`src/rtl/uart_cmd_initiator.sv`:
```
// uart_cmd_initiator
//   Host-side initiator for the 18-byte UART command protocol. It frames
//   {cmd, payload[127:0] MSB-first, cmd} and streams it byte-by-byte to a UART
//   transmitter. It can then collect an 18-byte reply frame from a UART
//   receiver, with an inter-byte timeout.
//
// Ports
//   clk, rst            clock, asynchronous active-low reset
//   cmd_valid/ready     command handshake (ready only while idle)
//   cmd_code            command byte, sent first and last
//   cmd_payload         frame bytes 1..16, MSB first
//   cmd_expect_resp     1 = collect a reply frame after sending
//   tx_data/valid/ready byte stream towards the UART transmitter
//   rx_data/valid       received bytes, one-cycle strobe each
//   resp_data           last complete reply; first byte at [143:136]
//   resp_valid          pulse: resp_data updated
//   resp_timeout        pulse: reply abandoned, resp_data untouched
//   cmd_done            pulse: transaction finished
//   busy                transaction in progress
module uart_cmd_initiator #(
  parameter int FRAME_BYTES    = 18,
  parameter int TIMEOUT_CYCLES = 1000000
) (
  input  logic         clk,
  input  logic         rst,
  input  logic         cmd_valid,
  output logic         cmd_ready,
  input  logic [7:0]   cmd_code,
  input  logic [127:0] cmd_payload,
  input  logic         cmd_expect_resp,
  output logic [7:0]   tx_data,
  output logic         tx_valid,
  input  logic         tx_ready,
  input  logic [7:0]   rx_data,
  input  logic         rx_valid,
  output logic [143:0] resp_data,
  output logic         resp_valid,
  output logic         resp_timeout,
  output logic         cmd_done,
  output logic         busy
);

  localparam int TW = $clog2(TIMEOUT_CYCLES + 1);
  localparam logic [TW-1:0] TIMER_LAST = TW'(TIMEOUT_CYCLES - 1);
  localparam logic [4:0]    LAST_IDX   = 5'(FRAME_BYTES - 1);

  typedef enum logic [1:0] {
    IDLE      = 2'd0,
    SEND      = 2'd1,
    WAIT_RESP = 2'd2,
    FINISH    = 2'd3
  } state_t;

  state_t         state_q;
  logic [143:0]   tx_shift_q;   // outgoing frame, current byte on top
  logic [4:0]     idx_q;        // byte index within the outgoing frame
  logic           expect_q;
  logic [135:0]   rx_shift_q;   // first 17 reply bytes; byte 18 comes straight from rx_data
  logic [4:0]     rx_cnt_q;
  logic [TW-1:0]  timer_q;
  logic           end_q;        // reply phase over, enter FINISH next cycle
  logic           cmd_ready_q;
  logic           tx_valid_q;
  logic [143:0]   resp_data_q;
  logic           resp_valid_q;
  logic           resp_timeout_q;
  logic           cmd_done_q;
  logic           busy_q;

  assign cmd_ready    = cmd_ready_q;
  assign tx_data      = tx_shift_q[143:136];
  assign tx_valid     = tx_valid_q;
  assign resp_data    = resp_data_q;
  assign resp_valid   = resp_valid_q;
  assign resp_timeout = resp_timeout_q;
  assign cmd_done     = cmd_done_q;
  assign busy         = busy_q;

  // Transaction FSM with all outputs registered.
  always_ff @(posedge clk or negedge rst) begin
    if (!rst) begin
      state_q        <= IDLE;
      tx_shift_q     <= 144'h0;
      idx_q          <= 5'd0;
      expect_q       <= 1'b0;
      rx_shift_q     <= 136'h0;
      rx_cnt_q       <= 5'd0;
      timer_q        <= '0;
      end_q          <= 1'b0;
      cmd_ready_q    <= 1'b1;
      tx_valid_q     <= 1'b0;
      resp_data_q    <= 144'h0;
      resp_valid_q   <= 1'b0;
      resp_timeout_q <= 1'b0;
      cmd_done_q     <= 1'b0;
      busy_q         <= 1'b0;
    end else begin
      resp_valid_q   <= 1'b0;
      resp_timeout_q <= 1'b0;
      cmd_done_q     <= 1'b0;
      case (state_q)
        IDLE: begin
          if (cmd_valid) begin
            tx_shift_q  <= {cmd_code, cmd_payload, cmd_code};
            expect_q    <= cmd_expect_resp;
            idx_q       <= 5'd0;
            tx_valid_q  <= 1'b1;
            cmd_ready_q <= 1'b0;
            busy_q      <= 1'b1;
            state_q     <= SEND;
          end
        end
        SEND: begin
          if (tx_ready) begin
            tx_shift_q <= {tx_shift_q[135:0], 8'h00};
            if (idx_q == LAST_IDX) begin
              tx_valid_q <= 1'b0;
              idx_q      <= 5'd0;
              if (expect_q) begin
                rx_cnt_q <= 5'd0;
                timer_q  <= '0;
                end_q    <= 1'b0;
                state_q  <= WAIT_RESP;
              end else begin
                cmd_done_q <= 1'b1;
                state_q    <= FINISH;
              end
            end else begin
              idx_q <= idx_q + 5'd1;
            end
          end
        end
        WAIT_RESP: begin
          if (end_q) begin
            end_q      <= 1'b0;
            cmd_done_q <= 1'b1;
            state_q    <= FINISH;
          end else if (rx_valid) begin
            // A byte on the expiry cycle wins over the timeout.
            rx_shift_q <= {rx_shift_q[127:0], rx_data};
            timer_q    <= '0;
            if (rx_cnt_q == LAST_IDX) begin
              resp_data_q  <= {rx_shift_q, rx_data};
              resp_valid_q <= 1'b1;
              rx_cnt_q     <= 5'd0;
              end_q        <= 1'b1;
            end else begin
              rx_cnt_q <= rx_cnt_q + 5'd1;
            end
          end else if (timer_q == TIMER_LAST) begin
            resp_timeout_q <= 1'b1;
            timer_q        <= '0;
            rx_cnt_q       <= 5'd0;
            end_q          <= 1'b1;
          end else begin
            timer_q <= timer_q + {{(TW-1){1'b0}}, 1'b1};
          end
        end
        FINISH: begin
          cmd_ready_q <= 1'b1;
          busy_q      <= 1'b0;
          state_q     <= IDLE;
        end
        default: begin
          tx_valid_q  <= 1'b0;
          cmd_ready_q <= 1'b1;
          busy_q      <= 1'b0;
          end_q       <= 1'b0;
          state_q     <= IDLE;
        end
      endcase
    end
  end

endmodule

```
`config.mk`:
```
export PLATFORM = sky130hd
export DESIGN_NAME = uart_cmd_initiator
export DESIGN_NICKNAME = d
export VERILOG_FILES = /design/src/rtl/uart_cmd_initiator.sv
export SDC_FILE = /design/constraint.sdc
export NUM_CORES = 1
export LEC_CHECK = 0
export CAP_MARGIN = 40
export CORE_ASPECT_RATIO = 0.6
export CORE_MARGIN = 4
export CORE_UTILIZATION = 54
export DETAILED_ROUTE_END_ITERATION = 8
export PLACE_DENSITY_LB_ADDON = 0.08
export SYNTH_ARGS = -nofsm -noshare
export SYNTH_HDL_FRONTEND = slang
export SYNTH_SLANG_ARGS = --single-unit
```
`constraint.sdc`:
```
create_clock -name clk -period 2.5 [get_ports clk]
set_input_delay 0.5 -clock clk [delete_from_list [all_inputs] [get_ports clk]]
set_output_delay 0.5 -clock clk [all_outputs]
set_load 0.1 [all_outputs]
```
Yosys cells after proc, flatten, opt, wreduce, memory -nomap -nowiden
Index checks and enable logic that the tools add are counted.
{"block": "word_totals", "reg_bits": 464, "out_inout_bits": 158, "in_bits": 150, "word_cells": 100}
{"block": "classes", "eq_ne": 13, "n_reduce_logical": 14, "n_mux": 54, "bitwise": 1, "addsub": 3}
{"cell": "$mux W144", "n": 2}
{"cell": "$pmux W144 S2", "n": 1}
{"cell": "$mux W20", "n": 6}
{"cell": "$mux W5", "n": 10}
{"cell": "$pmux W20 S2", "n": 1}
{"cell": "$mux W1", "n": 22}
{"cell": "$add A20 B1 Y20 const B", "n": 1}
{"cell": "$eq A20 B20 Y1 const B", "n": 1}
{"cell": "$pmux W5 S2", "n": 2}
{"cell": "$reduce_and A4 Y1", "n": 4}
{"cell": "$ne A2 B2 Y1 const B", "n": 6}
{"cell": "$add A5 B1 Y5 const B", "n": 2}
{"cell": "$eq A5 B5 Y1 const B", "n": 2}
{"cell": "$pmux W1 S2", "n": 5}
{"cell": "$mux W2", "n": 4}
{"cell": "$pmux W2 S4", "n": 1}
{"cell": "$reduce_and A3 Y1", "n": 2}
{"cell": "$reduce_and A6 Y1", "n": 1}
{"cell": "$reduce_bool A2 Y1", "n": 3}
{"cell": "$reduce_and A5 Y1", "n": 1}
{"cell": "$eq A2 B2 Y1 const B", "n": 2}
{"cell": "$reduce_and A2 Y1", "n": 2}
{"cell": "$ne A3 B3 Y1 const B", "n": 1}
{"cell": "$eq A2 B1 Y1 const B", "n": 1}
{"cell": "2 further kinds", "n": 2}

Logic depth before layout (Yosys ltp)
{"block": "logic_depth", "depth_word": 5, "ltp_mapped": 11, "mapped_depth_nobuf": 7}

Worst setup path after synthesis
OpenSTA, ideal clock, no wires.
{"block": "synth_timing", "path_type": "register -> register", "from": "register state_q[0]", "to": "register rx_shift_q[100]", "path_stages_with_launch": 9, "arrival_ns": 2.072, "path_buffers": 4, "period_less_slack_ns": 2.197, "setup_ns": 0.125, "required_ns": 2.375, "slack_ns": 0.303, "path_cell_list": "dfrtp_1 inv_1 ha_1 clkbuf_1 nand3_1 clkbuf_1 clkbuf_1 buf_2 mux2_2"}
{"block": "synth_between", "elab_chain_len": 2}
{"item": "start, declared", "line_no": "54", "rtl": "state_t state_q;"}
{"item": "start signal, assigned", "line_no": "82", "rtl": "state_q <= IDLE;"}
{"item": "start signal, assigned", "line_no": "110", "rtl": "state_q <= SEND;"}
{"item": "start signal, assigned", "line_no": "123", "rtl": "state_q <= WAIT_RESP;"}
{"item": "$eq A2 B2 Y1", "line_no": "101", "rtl": "case (state_q)"}
{"item": "$reduce_and A3 Y1 (no line)"}
{"item": "end signal, assigned", "line_no": "140", "rtl": "rx_shift_q <= {rx_shift_q[127:0], rx_data};"}
{"item": "end, declared", "line_no": "58", "rtl": "logic [135:0] rx_shift_q;"}
No other way between the ends.
A chain may end at the register's enable or synchronous reset.

Worst setup path in the final report
{"block": "layout_timing", "from": "register state_q[0]", "to": "register tx_shift_q[43]"}
{"block": "layout_between", "elab_chain_len": 3, "elab_cells_between_ends": 7, "cone_classes": "eq/ne (3); mux (1); reduce/logical (3)"}
{"item": "$eq A2 B1 Y1 / $logic_not A2 Y1 (equally long branches)", "line_no": "101"}
{"item": "$ne A2 B2 Y1 (no line) / $reduce_bool A2 Y1 (equally long branches)"}
{"item": "$reduce_and A3 Y1 (no line)"}
{"item": "end signal, assigned", "line_no": "104", "rtl": "tx_shift_q <= {cmd_code, cmd_payload, cmd_code};"}
{"item": "end signal, assigned", "line_no": "115", "rtl": "tx_shift_q <= {tx_shift_q[135:0], 8'h00};"}
{"item": "end, declared", "line_no": "55", "rtl": "logic [143:0] tx_shift_q;"}
Parallel ways exist; a longest one is shown, timed or not.

==> run_results.csv <==
group,metric,value,unit
drt,drt_iter0_drc,974,
cts,clock-root-buffer,"clkbuf_16",
drt,ant_nets,0,
drt,route.detailed.drc,0,
global_route,grt_pass1_wl,76.85,mm
cts,htreeDepth,2,
timing,rsz0062_at_grt,"false",
global_route,grt_pass1_vias,13980,
synthesis,netlist_area,19120,sq um
timing,fmax,420.7,MHz
synthesis,async_flop_share,100.0,%
cts,clkTransAtPathRegs,0.07,ns
worst_setup_path,critical_path.max_stage_delay,0.50,ns
worst_setup_path,required,2.94,ns
timing,max_slew_margin,58.81,%
cts,cts_tree,"yes",
worst_setup_path,end_kind,"flip-flop",
layout,n_antenna_cell,0,
worst_setup_path,cp.buffers_inverters,2,
floorplanning,rows,53,
drt,vias,13650,
floorplanning,die_x,250.9,microns
global_route,grt_max_degree,118,
worst_setup_path,crit_chain,"inv_1 > ha_1 > nor2b_1 > or3_4 > buf_4 > nand2_1 > o21ai_0",
layout,nets,2229,
cts,cts.sinks,464,
layout,areaGrowthSynthToFinish,26.07,%
timing,clock_skew,0.02614,ns
drt,routedWlPerCell,18.66,microns
worst_setup_path,start_kind,"flip-flop",
timing,worstMarginPinSlew,0.6179,ns
worst_setup_path,worstPathArrival,2.82,ns
synthesis,synthCells,1765,
timing,fin_setup_tns,0,ns
status,status,"finished clean",
cts,ctsLongestPathBuffers,3,
place,dp_slack,0.002296,ns
timing,min_period,2.377,ns
synthesis,synthTopCellsByCount,"nand2_1 (605), dfrtp_1 (463), o21ai_0 (158)",
pwr,cellPowerDensity,1013,nW/um^2
synthesis,synth.yosys.warnings,0,
layout,post-route-util,68.99,%
synthesis,synth_seq_cells,464,
floorplanning,core-area,34950,sq um
synthesis,yosys.area.top_type,"dfrtp_1",
timing,hold_viol_final,0,
global_route,antenna_found_initial,4,
synthesis,yosysMostFrequentCell,"nand2_1",
timing,setup_viol,0,
place,io_buffers,307,
place,dpl.hpwl,34.34,mm
floorplanning,initial_core_util,54.72,%
global_route,grt.total_usage,24.82,%
layout,fill_cells,2673,
drt,firstDrtPassIters,5,
pwr,p_leak,0.01234,uW
synthesis,synth-edff-count,0,
floorplanning,die_area,38590,sq um
synthesis,synth_area_leaders,"dfrtp_1 (61%), nand2_1 (12%), mux2_2 (8.1%), mux2i_1 (7.1%), o21ai_0 (4.1%)",
drt,via_per_inst,5.314,
timing,hold_slack,0.4710,ns
synthesis,ys.flop_type,"dfrtp_1",
cts,cts_buffers,42,
flow_run,cap_violations,0,
drt,drt_wl_total,47.94,mm
worst_setup_path,critPathKind,"reg2reg",
worst_setup_path,cp_slowest_cell,"or3_4",
timing,min_period_over_period,95.07,%
floorplanning,die_h,153.8,microns
layout,drive_gt1_share,20.84,%
global_route,grt-ovfl-total,0,
cts,cts_resized,0,
hold_path,hold_path_class,"reg2reg",
synthesis,syn_nets,1925,
worst_setup_path,reg2reg_slack,0.12,ns
synthesis,syn_avg_cell_area,10.83,sq um
worst_setup_path,crit_fanout,41,
pwr,ir_drop,0.001181,V
synthesis,synth_top_area_share,60.59,%
timing,fin_ws,0.1232,ns
cts,clk_latency,0.56,ns
synthesis,ys_seq_area_share,60.72,%
worst_setup_path,crit_family,"simple AND/OR/NAND/NOR gates",
timing,final_max_slew_viol_count,0,
place,gp_congestion,0.8597,
floorplanning,io_pins,308,
synthesis,synth_cell_type_count,52,
-- tightest hold or removal path: stages, from the launching register on --
cell     delay [ns]
dfrtp_1        0.35
nand2_1        0.05
nand2_1        0.05
-- registers in the layout (all words and copies together), names as in the netlist --
signal / flops
rx_shift_q: 136
resp_timeout: 1
tx_valid: 1
idx_q: 5
resp_valid: 1
tx_shift_q: 144
rx_cnt_q: 5
cmd_done: 1
end_q: 1
busy: 1
state_q: 2
timer_q: 20
expect_q: 1
resp_data: 144
cmd_ready: 1
-- cell type report --
| type | instances | area, sq um | area share (%) |
|---|---|---|---|
| clock inverters | 15 | 219.0 | 0.9082 |
| clock buffers | 62 | 1246 | 5.169 |
| well taps | 467 | 584.3 | 2.424 |
| inverters | 9 | 36.28 | 0.1505 |
| multi-input cells | 1182 | 7015 | 29.10 |
| repair buffers | 370 | 3396 | 14.08 |
| flip-flops and latches | 464 | 11610 | 48.17 |
-- repair_timing --
item                      4_1_cts  5_1_grt
hold buffers                    1        0
buffers inserted                0        0
hold endpoints to repair       42        0
-- where the power goes --
part | total, uW | switching (uW) | internal [uW]
sequential | 10200 | 1110 | 9090
clock | 6840 | 2850 | 3990
combinational | 7380 | 4360 | 3020
-- layout by cell type (no fill, tap or decap), types with 2 or more instances in the layout --
| cell type | instances |
|---|---|
| clkbuf_16 | 42 |
| o22ai_1 | 2 |
| inv_1 | 8 |
| bufinv_16 | 5 |
| clkbuf_1 | 8 |
| nand4bb_1 | 2 |
| xor2_1 | 5 |
| mux2i_1 | 136 |
| clkdlybuf4s50_1 | 148 |
| inv_6 | 2 |
| mux2_2 | 137 |
| o21ai_0 | 158 |
| nand4_1 | 6 |
| buf_12 | 19 |
| o2bb2ai_1 | 2 |
| o31ai_1 | 3 |
| a21o_1 | 2 |
| ha_1 | 9 |
| and3_1 | 5 |
| clkinv_2 | 7 |
| and2_1 | 8 |
| nor2_1 | 15 |
| buf_4 | 201 |
| nand3_1 | 14 |
| nor2b_1 | 6 |
| nand3b_1 | 9 |
| nor3_1 | 4 |
| nand2_1 | 605 |
| or4_1 | 3 |
| xnor2_1 | 2 |
| clkbuf_8 | 12 |
| or3_1 | 5 |
| and4_1 | 3 |
| dfrtp_1 | 463 |
| a21oi_1 | 15 |
| nand2b_1 | 5 |
-- logic make-up (layout without fill, tap and decap cells) --
logic type	count (synthesis)	count (layout)	synth area share, %
compound gates	193	193	5.437
mux	273	273	15.19
buf+inv	119	456	2.761
xor+xnor	7	7	0.3206
simple gates	699	699	14.92
fa+ha+maj	10	10	0.6543
flops	464	464	60.72
-- per-layer routing --
metal	vias to the layer above	routed length, microns	track usage [%]
met5	-	61	0
met4	8	739	4.803
met3	64	2610	5.139
met2	291	22050	38.14
met1	6818	22490	37.31
li1	6471	-	-
-- final timing paths --
kind                             endpoint            start  depth (start not counted)
max in group asynchronous   resp_data[76]              rst                          4
max                        tx_shift_q[43]       state_q[0]                          7
max reg2reg                tx_shift_q[43]       state_q[0]                          7
min reg2reg                resp_data[137]  rx_shift_q[129]                          2
min                        resp_data[137]  rx_shift_q[129]                          2
min in group asynchronous   resp_data[84]              rst                          2
-- metrics by stage --
step | instance area [sq um] | power (uW) | cells
after floorplan | 19120 | 15380 | 1765
after global placement | 22630 | 17410 | 2491
after detailed placement | 22630 | 17710 | 2491
after CTS | 24110 | 24600 | 2569
after global routing | 24110 | 25860 | 2569
final | 24110 | 24420 | 2569
Power figures use the tool's default switching activity.
